--- config.mk ---
export PLATFORM = sky130hd
export DESIGN_NAME = tdc_readout_buffer
export DESIGN_NICKNAME = d
export VERILOG_FILES = /design/src/rtl/tdc_readout_pkg.sv /design/src/rtl/tdc_buffer_ram.sv /design/src/rtl/tdc_readout_buffer.sv
export SDC_FILE = /design/constraint.sdc
export NUM_CORES = 2
export LEC_CHECK = 0
export ABC_AREA = 0
export CAP_MARGIN = 10
export CORE_ASPECT_RATIO = 0.5
export CORE_MARGIN = 2
export CORE_UTILIZATION = 50
export DETAILED_ROUTE_END_ITERATION = 8
export PLACE_DENSITY = 0.65
export SETUP_SLACK_MARGIN = 0.5
export SYNTH_ARGS = -nofsm -noshare
export SYNTH_HDL_FRONTEND = slang
export SYNTH_SLANG_ARGS = --single-unit
--- constraint.sdc ---
create_clock -name clk -period 7 [get_ports clk]
set_clock_uncertainty 0.05 [all_clocks]
set_input_delay 1.4 -clock clk [delete_from_list [all_inputs] [get_ports clk]]
set_output_delay 1.4 -clock clk [all_outputs]
set_load 0.1 [all_outputs]
--- src/rtl/tdc_readout_pkg.sv ---
// Shared constants for the TDC readout buffer: frame geometry and header format.
// Header-per-frame support is selected by TDC_READOUT_FRAME_HEADER_EN.
// No logic here; constants and one helper function only.
package tdc_readout_pkg;

    localparam int DATA_W        = 16;
    localparam int N_TDC         = 4;
    localparam int WORDS_PER_TDC = 2;

`ifdef TDC_READOUT_FRAME_HEADER_EN
    // One header word leads each frame of sequencer data.
    localparam int WORDS_PER_FRAME = N_TDC * WORDS_PER_TDC + 1;
`else
    localparam int WORDS_PER_FRAME = N_TDC * WORDS_PER_TDC;
`endif

    localparam logic [7:0] HEADER_MARKER = 8'hA5;

    // Header word: marker byte in the top half, run number in the bottom half.
    function automatic logic [DATA_W-1:0] make_header(input logic [7:0] run_id);
        return {HEADER_MARKER, run_id};
    endfunction

endpackage

--- src/rtl/tdc_buffer_ram.sv ---
// Simple dual-port RAM: one write port, one registered read port, no reset.
// Latency: read data appears one cycle after i_re; o_rdata holds when i_re is low.
// No backpressure; the caller guarantees address validity.
module tdc_buffer_ram #(
    parameter int ADDR_W = 8,
    parameter int DATA_W = 16
) (
    input  logic              clk,
    input  logic              i_we,
    input  logic [ADDR_W-1:0] i_waddr,
    input  logic [DATA_W-1:0] i_wdata,
    input  logic              i_re,
    input  logic [ADDR_W-1:0] i_raddr,
    output logic [DATA_W-1:0] o_rdata
);

    logic [DATA_W-1:0] r_mem [0:(2**ADDR_W)-1];

    // Write and registered read; kept reset-free so it maps onto block RAM.
    always_ff @(posedge clk) begin
        if (i_we) begin
            r_mem[i_waddr] <= i_wdata;
        end
        if (i_re) begin
            o_rdata <= r_mem[i_raddr];
        end
    end

endmodule

--- src/rtl/tdc_readout_buffer.sv ---
// Circular capture buffer between the TDC sequencer and the host; optional frame
// headers with TDC_READOUT_FRAME_HEADER_EN. Latency: rd_valid/rd_data 1 cycle after rd_req.
// Backpressure: none to the sequencer; words arriving while full are dropped and flagged.
module tdc_readout_buffer #(
    parameter int ADDR_W = 8,
    parameter int DATA_W = 16
) (
    input  logic              clk,
    input  logic              reset_n,
    input  logic              write,
    input  logic [DATA_W-1:0] data,
    input  logic              measure_flag,
    input  logic              clear,
    input  logic              rd_req,
    output logic [DATA_W-1:0] rd_data,
    output logic              rd_valid,
    output logic [ADDR_W:0]   word_count,
    output logic [ADDR_W:0]   frame_count,
    output logic              empty,
    output logic              full,
    output logic              overflow
);

    import tdc_readout_pkg::*;

    localparam logic [ADDR_W:0] C_DEPTH = (ADDR_W+1)'(2**ADDR_W);
    localparam logic [ADDR_W:0] C_WPF   = (ADDR_W+1)'(WORDS_PER_FRAME);

    logic              r_write_d;
    logic              r_armed;
    logic [ADDR_W-1:0] r_wr_ptr;
    logic [ADDR_W-1:0] r_rd_ptr;
    logic [ADDR_W:0]   r_word_count;
    logic [ADDR_W:0]   r_frame_count;
    logic              r_empty;
    logic              r_full;
    logic              r_overflow;
    logic              r_rd_valid;
    logic              r_rd_seen;

    logic              w_cap;
    logic              w_wr_try;
    logic [DATA_W-1:0] w_wr_dat;
    logic              w_do_wr;
    logic              w_do_rd;
    logic [ADDR_W:0]   w_count_nxt;
    logic [DATA_W-1:0] w_ram_q;

    // r_armed blocks the first cycle after reset so a write already high at release is not seen as an edge.
    assign w_cap = r_armed & write & ~r_write_d;

`ifdef TDC_READOUT_FRAME_HEADER_EN
    logic       r_meas_d;
    logic       r_hdr_pend;
    logic [7:0] r_run_id;
    logic       w_meas_edge;
    logic       w_hdr_go;

    assign w_meas_edge = r_armed & measure_flag & ~r_meas_d;
    // Data owns the write port; a pending header waits for the first free cycle.
    assign w_hdr_go    = r_hdr_pend & ~w_cap;
    assign w_wr_try    = w_cap | w_hdr_go;
    assign w_wr_dat    = w_cap ? data : make_header(r_run_id);

    // Header pending flag and run number; a header dropped while full still consumes its run_id.
    always_ff @(posedge clk or negedge reset_n) begin
        if (!reset_n) begin
            r_meas_d   <= 1'b0;
            r_hdr_pend <= 1'b0;
            r_run_id   <= 8'd0;
        end else begin
            r_meas_d <= measure_flag;
            if (clear) begin
                r_hdr_pend <= 1'b0;
                r_run_id   <= 8'd0;
            end else begin
                r_hdr_pend <= w_meas_edge | (r_hdr_pend & w_cap);
                if (w_hdr_go) begin
                    r_run_id <= r_run_id + 8'd1;
                end
            end
        end
    end
`else
    logic w_unused_meas;
    assign w_unused_meas = measure_flag;
    assign w_wr_try      = w_cap;
    assign w_wr_dat      = data;
`endif

    // Full/empty are the registered state from before this cycle's read, so a full buffer drops a coincident capture.
    assign w_do_wr     = w_wr_try & ~r_full & ~clear;
    assign w_do_rd     = rd_req & ~r_empty & ~clear;
    assign w_count_nxt = r_word_count + {{ADDR_W{1'b0}}, w_do_wr} - {{ADDR_W{1'b0}}, w_do_rd};

    // Edge detect on the sequencer write strobe.
    always_ff @(posedge clk or negedge reset_n) begin
        if (!reset_n) begin
            r_write_d <= 1'b0;
            r_armed   <= 1'b0;
        end else begin
            r_write_d <= write;
            r_armed   <= 1'b1;
        end
    end

    // Pointers, occupancy, derived flags and read handshake.
    always_ff @(posedge clk or negedge reset_n) begin
        if (!reset_n) begin
            r_wr_ptr      <= '0;
            r_rd_ptr      <= '0;
            r_word_count  <= '0;
            r_frame_count <= '0;
            r_empty       <= 1'b1;
            r_full        <= 1'b0;
            r_overflow    <= 1'b0;
            r_rd_valid    <= 1'b0;
            r_rd_seen     <= 1'b0;
        end else if (clear) begin
            r_wr_ptr      <= '0;
            r_rd_ptr      <= '0;
            r_word_count  <= '0;
            r_frame_count <= '0;
            r_empty       <= 1'b1;
            r_full        <= 1'b0;
            r_overflow    <= 1'b0;
            r_rd_valid    <= 1'b0;
        end else begin
            if (w_do_wr) begin
                r_wr_ptr <= r_wr_ptr + 1'b1;
            end
            if (w_do_rd) begin
                r_rd_ptr  <= r_rd_ptr + 1'b1;
                r_rd_seen <= 1'b1;
            end
            if (w_wr_try & r_full) begin
                r_overflow <= 1'b1;
            end
            r_word_count  <= w_count_nxt;
            r_frame_count <= w_count_nxt / C_WPF;
            r_empty       <= (w_count_nxt == '0);
            r_full        <= (w_count_nxt == C_DEPTH);
            r_rd_valid    <= w_do_rd;
        end
    end

    tdc_buffer_ram #(
        .ADDR_W (ADDR_W),
        .DATA_W (DATA_W)
    ) u_ram (
        .clk     (clk),
        .i_we    (w_do_wr),
        .i_waddr (r_wr_ptr),
        .i_wdata (w_wr_dat),
        .i_re    (w_do_rd),
        .i_raddr (r_rd_ptr),
        .o_rdata (w_ram_q)
    );

    // The RAM output is undefined until the first read, so present zero until then.
    assign rd_data     = r_rd_seen ? w_ram_q : '0;
    assign rd_valid    = r_rd_valid;
    assign word_count  = r_word_count;
    assign frame_count = r_frame_count;
    assign empty       = r_empty;
    assign full        = r_full;
    assign overflow    = r_overflow;

endmodule

# [Word-level counts from Yosys, hierarchy flattened]
# Memory sizes are Yosys's and may differ from the RTL's. A register that Yosys moved wholly into a read port is not among the register bits.
# Index checks and enable logic that the tools add are counted.
[classes] addsub=4 mux=14 n_bitwise=11 eq_ne=1 reduce_logical=5
[ops] operator="two-way mux 8 bit" count=4
[ops] operator="adder 8 x 1 -> 8 bit (second input constant)" count=2
[ops] operator="two-way mux 16 bit" count=1
[ops] operator="adder 9 x 1 -> 9 bit" count=1
[ops] operator="equality test 9 bit (second input constant)" count=1
[ops] operator="logical NOT 9 bit" count=1
[ops] operator="two-way mux 9 bit" count=1
[ops] operator="subtractor 9 x 1 -> 9 bit" count=1
[ops] operator="bitwise AND 1 bit" count=7
[ops] operator="two-way mux 1 bit" count=7
[ops] operator="two-way mux 6 bit" count=1
[ops] operator="nonzero test 2 bit" count=3
[ops] operator="NOT 1 bit" count=4
[ops] operator="AND reduction 2 bit" count=1
[word_totals] register_bits=41 n_memories=1 output_inout_bits=38 wordCells=47 ram_bits=4096 inputBits=22
[memory_table] name="u_ram.r_mem" depth=256 width=16 read_ports=1 rd_clocked_by_memory_dff=1 write_ports=1 line_no="tdc_buffer_ram.sv:17" source="logic [DATA_W-1:0] r_mem [0:(2**ADDR_W)-1];"

# [Depth between registers and ports, before layout]
[depth] depth_word=8 depth_mapped=14 mapped_depth_nobuf=14

# [Modules after synthesis]
# From an unflattened synthesis, not the netlist that was laid out.
[unflattened] cells_unflattened=7564 area_unflattened_um2=160881.8
[modules_own_cells] mod="tdc_buffer_ram" instances=1 cells_each=7360 area_per_inst_um2=158874.9 seq_area_each_um2=123478.4
[modules_own_cells] mod="tdc_readout_buffer" instances=1 cells_each=204 area_per_inst_um2=2006.9 seq_area_each_um2=802.0

# [Worst setup path before layout]
# OpenSTA, ideal clock, no wires.
[synth_path] path_kind="in2reg" start="in rd_req" end="reg r_empty (netlist: empty)" setup_ns=0.073 arrival_time_ns=4.230 path_buffers=0 slack_ns=2.647 required_time_ns=6.877 path_stages=13 path_cell_list="nand2b_1 > nor2_1 > ha_1 > inv_1 > ha_1 > fa_1 > a211oi_1 > o21ai_0 > a21o_1 > a21oi_1 > xnor2_1 > nor2_1 > a21oi_1"
[synth_between] elab_chain_cells=5
[synth_lines] item="start, declared" line_no="tdc_readout_buffer.sv:14" source="input logic rd_req,"
[synth_lines] item="bitwise AND 1 bit (2 in a row)" line_no="tdc_readout_buffer.sv:93" source="assign w_do_rd = rd_req & ~r_empty & ~clear;"
[synth_lines] item="named net u_ram.i_re" line_no="tdc_buffer_ram.sv:12" source="input logic i_re,"
[synth_lines] item="subtractor 9 x 1 -> 9 bit" line_no="tdc_readout_buffer.sv:94" source="assign w_count_nxt = r_word_count + {{ADDR_W{1'b0}}, w_do_wr} - {{ADDR_W{1'b0}}, w_do_rd};"
[synth_lines] item="logical NOT 9 bit" line_no="tdc_readout_buffer.sv:141" source="r_empty <= (w_count_nxt == '0);"
[synth_lines] item="two-way mux 1 bit" line_no="tdc_readout_buffer.sv:119" source="end else if (clear) begin"
[synth_lines] item="end signal, assigned" line_no="tdc_readout_buffer.sv:141"
[synth_lines] item="end, declared" line_no="tdc_readout_buffer.sv:35" source="logic r_empty;"
# The timed path passes the listed nets, and every way through them passes these cells.
# A chain may end at the register's enable or synchronous reset.

# [Worst setup path after layout]
[layout_path] start="reg r_rd_seen" end="out rd_data[7]"
[layout_between] elab_chain_cells=1
[layout_lines] item="start, declared" line_no="tdc_readout_buffer.sv:39" source="logic r_rd_seen;"
[layout_lines] item="start signal, assigned" line_no="tdc_readout_buffer.sv:118" source="r_rd_seen <= 1'b0;"
[layout_lines] item="start signal, assigned" line_no="tdc_readout_buffer.sv:134" source="r_rd_seen <= 1'b1;"
[layout_lines] item="two-way mux 16 bit" line_no="tdc_readout_buffer.sv:161" source="assign rd_data = r_rd_seen ? w_ram_q : '0;"
[layout_lines] item="end, declared" line_no="tdc_readout_buffer.sv:15" source="output logic [DATA_W-1:0] rd_data,"
# No other way between the ends.

==> flow_summary.yaml <==
grt:
  grt_pass1_wl_mm: 564.0
  grt-ovfl-total: 0
  first_global_vias: 73487
  antenna_found_initial: 33
  track_usage_pct: 24.75
  grt_max_degree: 192
worst_setup_path:
  crit_type: "flip-flop to output port"
  end_kind: "output port"
  slowest_delay_ns: 1.22
  crit_chain: "and2_1, clkdlybuf4s50_1"
  crit_arrival_ns: 3.44
  startpoint_type: "flip-flop"
  cp_max_fo: 17
  cp_slowest_cell: "clkdlybuf4s50_1"
  cp.required_ns: 5.55
min_path:
  hold_path.class: "flip-flop to flip-flop"
timing:
  post-route-period-util_pct: 69.84
  max_freq_mhz: 204.5
  rsz0062_at_grt: "no"
  fin_tns_setup_ns: 0
  whs_ns: 0.5772
  finalSetupViolCount: 0
  drv_slew: 0
  max_slew_margin_pct: 9.773
  post-route-min-period_ns: 4.889
  hold_violations: 0
  worstMarginPinSlew_ns: 1.343
placement:
  io_buffers: 55
  routabilityCongestion: 0.8878
  postPlaceCellArea_sq_um: 165500
  hpwlAfterDp_mm: 235.5
yosys:
  synth-seq-cells: 4144
  ys_types: 56
  synth_largest_area_cell: "edfxtp_1"
  yosysSeqAreaShare_pct: 78.52
  synthXorXnorAreaFrac_pct: 0.1051
  synth_edf_count: 4112
  synth_compound_area_share_pct: 2.728
  async_flop_share_pct: 0.7722
  netlist_instances: 6982
  synth-simple-area-share_pct: 1.694
  synthTopCellsByArea: "edfxtp_1 78%, mux4_2 14%, mux2i_1 1.2%, nor2_1 0.71%, a22oi_1 0.69%"
  synth_fa_ha_area_share_pct: 0.1233
  netlist_area_sq_um: 158300
  synth_warnings: 0
  synth_flop_cell: "edfxtp_1"
  synth_mux_area_share_pct: 15.34
  avgSynthCellArea_sq_um: 22.67
  yosysTopAreaCellShare_pct: 78.02
  synth_top_family_by_area: "multiplexers"
drt:
  dr.pass1.iters: 6
  ant_nets: 0
  vias: 76641
  dr.first_iter.drc_count: 11988
  drc: 0
  wl_mm: 402.9
  viasPerCell: 6.463
  wl_per_cell_microns: 33.97
cts:
  clockBufferDepth: 4
  clock_latency_ns: 0.90
  post_cts_resized: 0
  root_buffer: "clkbuf_16"
  htree_levels: 5
  post-cts-setup-buffers: 0
  numCtsBuffers: 359
  path_clk_slew_ns: 0.07
  cts-hold-fix-buffers: 0
  cts.sinks: 4144
  cts_tree: "built"
floorplanning:
  fp.dieH_microns: 401.8
  rows: 145
  die_width_microns: 799.7
  core_sq_um: 313700
  pin_count: 60
  die_area_sq_um: 321300
  start_util_pct: 50.46
status:
  status: "completed"
pwr:
  irDropWorstVdd_mv: 0.2095
  power_density_nw_per_um2: 304.9
  p_leak_nw: 53.37
finish:
  final_cell_mix: "4,112 x edfxtp_1, 994 x mux4_2, 366 x clkbuf_16"
  fill_cells: 22590
  fin_nets: 7418
  final_common_cell: "edfxtp_1"
  areaGrowthSynthToFinish_pct: 11.85
  drive_gt1_share_pct: 26.09
  design_area_sq_um: 177000
job:
  maxCapViolCount: 0
cell families (layout without fill, tap and decap cells):
family | count (synthesis) | after routing
flip-flops | 4144 | 4144
AO/OA/AOI/OAI | 601 | 601
AND/OR/NAND/NOR | 596 | 596
XOR/XNOR | 19 | 19
buffers and inverters | 422 | 1101
other | 2 | 11
multiplexers | 1183 | 1183
adder cells (fa/ha/maj) | 15 | 15
cells in the mapped netlist (4+ instances only):
master and number:
xor2_1 12, nor4_1 26, and2_1 20, nor2b_1 22, nor2_1 299, a221oi_1 47
inv_1 13, a211oi_1 78, o2111ai_1 7, o211ai_1 32, nand3_1 43, or2_2 4
o22ai_1 166, o21ai_0 18, xnor2_1 7, buf_6 42, edfxtp_1 4112, a22oi_1 146
a22o_1 51, nor3_1 49, mux2i_1 183, a21oi_1 36, nand4_1 17, nor3b_1 4
and3_1 11, buf_2 105, mux2_2 6, buf_4 74, clkbuf_1 168, o32ai_1 8
buf_1 17, dfrtp_1 31, ha_1 14, nand2_1 87, mux4_2 994
worst max-delay path: cells and delay by family, from the launching register on:
family / cells / cell delay (ns)
buffers and inverters: 1 / 1.22
DFF: 1 / 0.85
and+or+nand+nor: 1 / 0.44
layer usage:
layer,wire length [microns],vias to the layer above,GRT usage [%]
li1,-,30582,-
met1,167600,41406,38.30
met2,178200,4131,35.75
met3,46920,510,6.397
met4,10080,12,5.708
met5,103,-,0
final cells by class:
class	count	area [sq um]	share of cell area, %
diodes	7	17.52	0.009895
clock buffers	422	9369	5.292
clock inverters	221	2092	1.182
inverters	13	48.80	0.02756
multi-input cells	2418	31900	18.02
flip-flops and latches	4144	124300	70.21
well taps	4189	5241	2.961
repair buffers	445	4064	2.296
final timing paths:
path                       slack [ns]          endpoint  depth (start not counted)         from
max reg2reg                      2.20  u_ram.o_rdata[2]                          7  r_rd_ptr[0]
min in group asynchronous        0.59     word_count[1]                          1      reset_n
min reg2reg                      0.58       r_wr_ptr[5]                          2  r_wr_ptr[5]
min                              0.58       r_wr_ptr[5]                          2  r_wr_ptr[5]
max                              2.11        rd_data[7]                          2    r_rd_seen
max in group asynchronous        5.62       r_rd_ptr[0]                          1      reset_n
stage by stage:
stage	utilization (%)	setup slack, ns	instances	power, mW
after floorplan	-	2.647	6984	32.94
after global placement	52.76	1.601	11205	34.74
after detailed placement	52.77	1.608	11207	34.77
after CTS	56.43	2.129	11850	54.30
after global routing	56.43	2.029	11852	55.57
final	56.44	2.111	11859	53.98
report_power, final:
group | leakage [nW] | internal, mW | switching, mW
combinational | 10.4 | 3.03 | 3.70
clock | 5.59 | 10.9 | 8.95
sequential | 37.4 | 27.3 | 0.110
total | 53.4 | 41.2 | 12.8
sequential cells by signal, summed over array words and instances (netlist names):
register / flops
u_ram.r_mem: 4096
r_wr_ptr: 8
empty: 1
u_ram.o_rdata: 16
full: 1
r_rd_ptr: 8
r_armed: 1
frame_count: 1
r_write_d: 1
rd_valid: 1
overflow: 1
r_rd_seen: 1
word_count: 8
No activity file was read; power rests on OpenSTA's default activity.
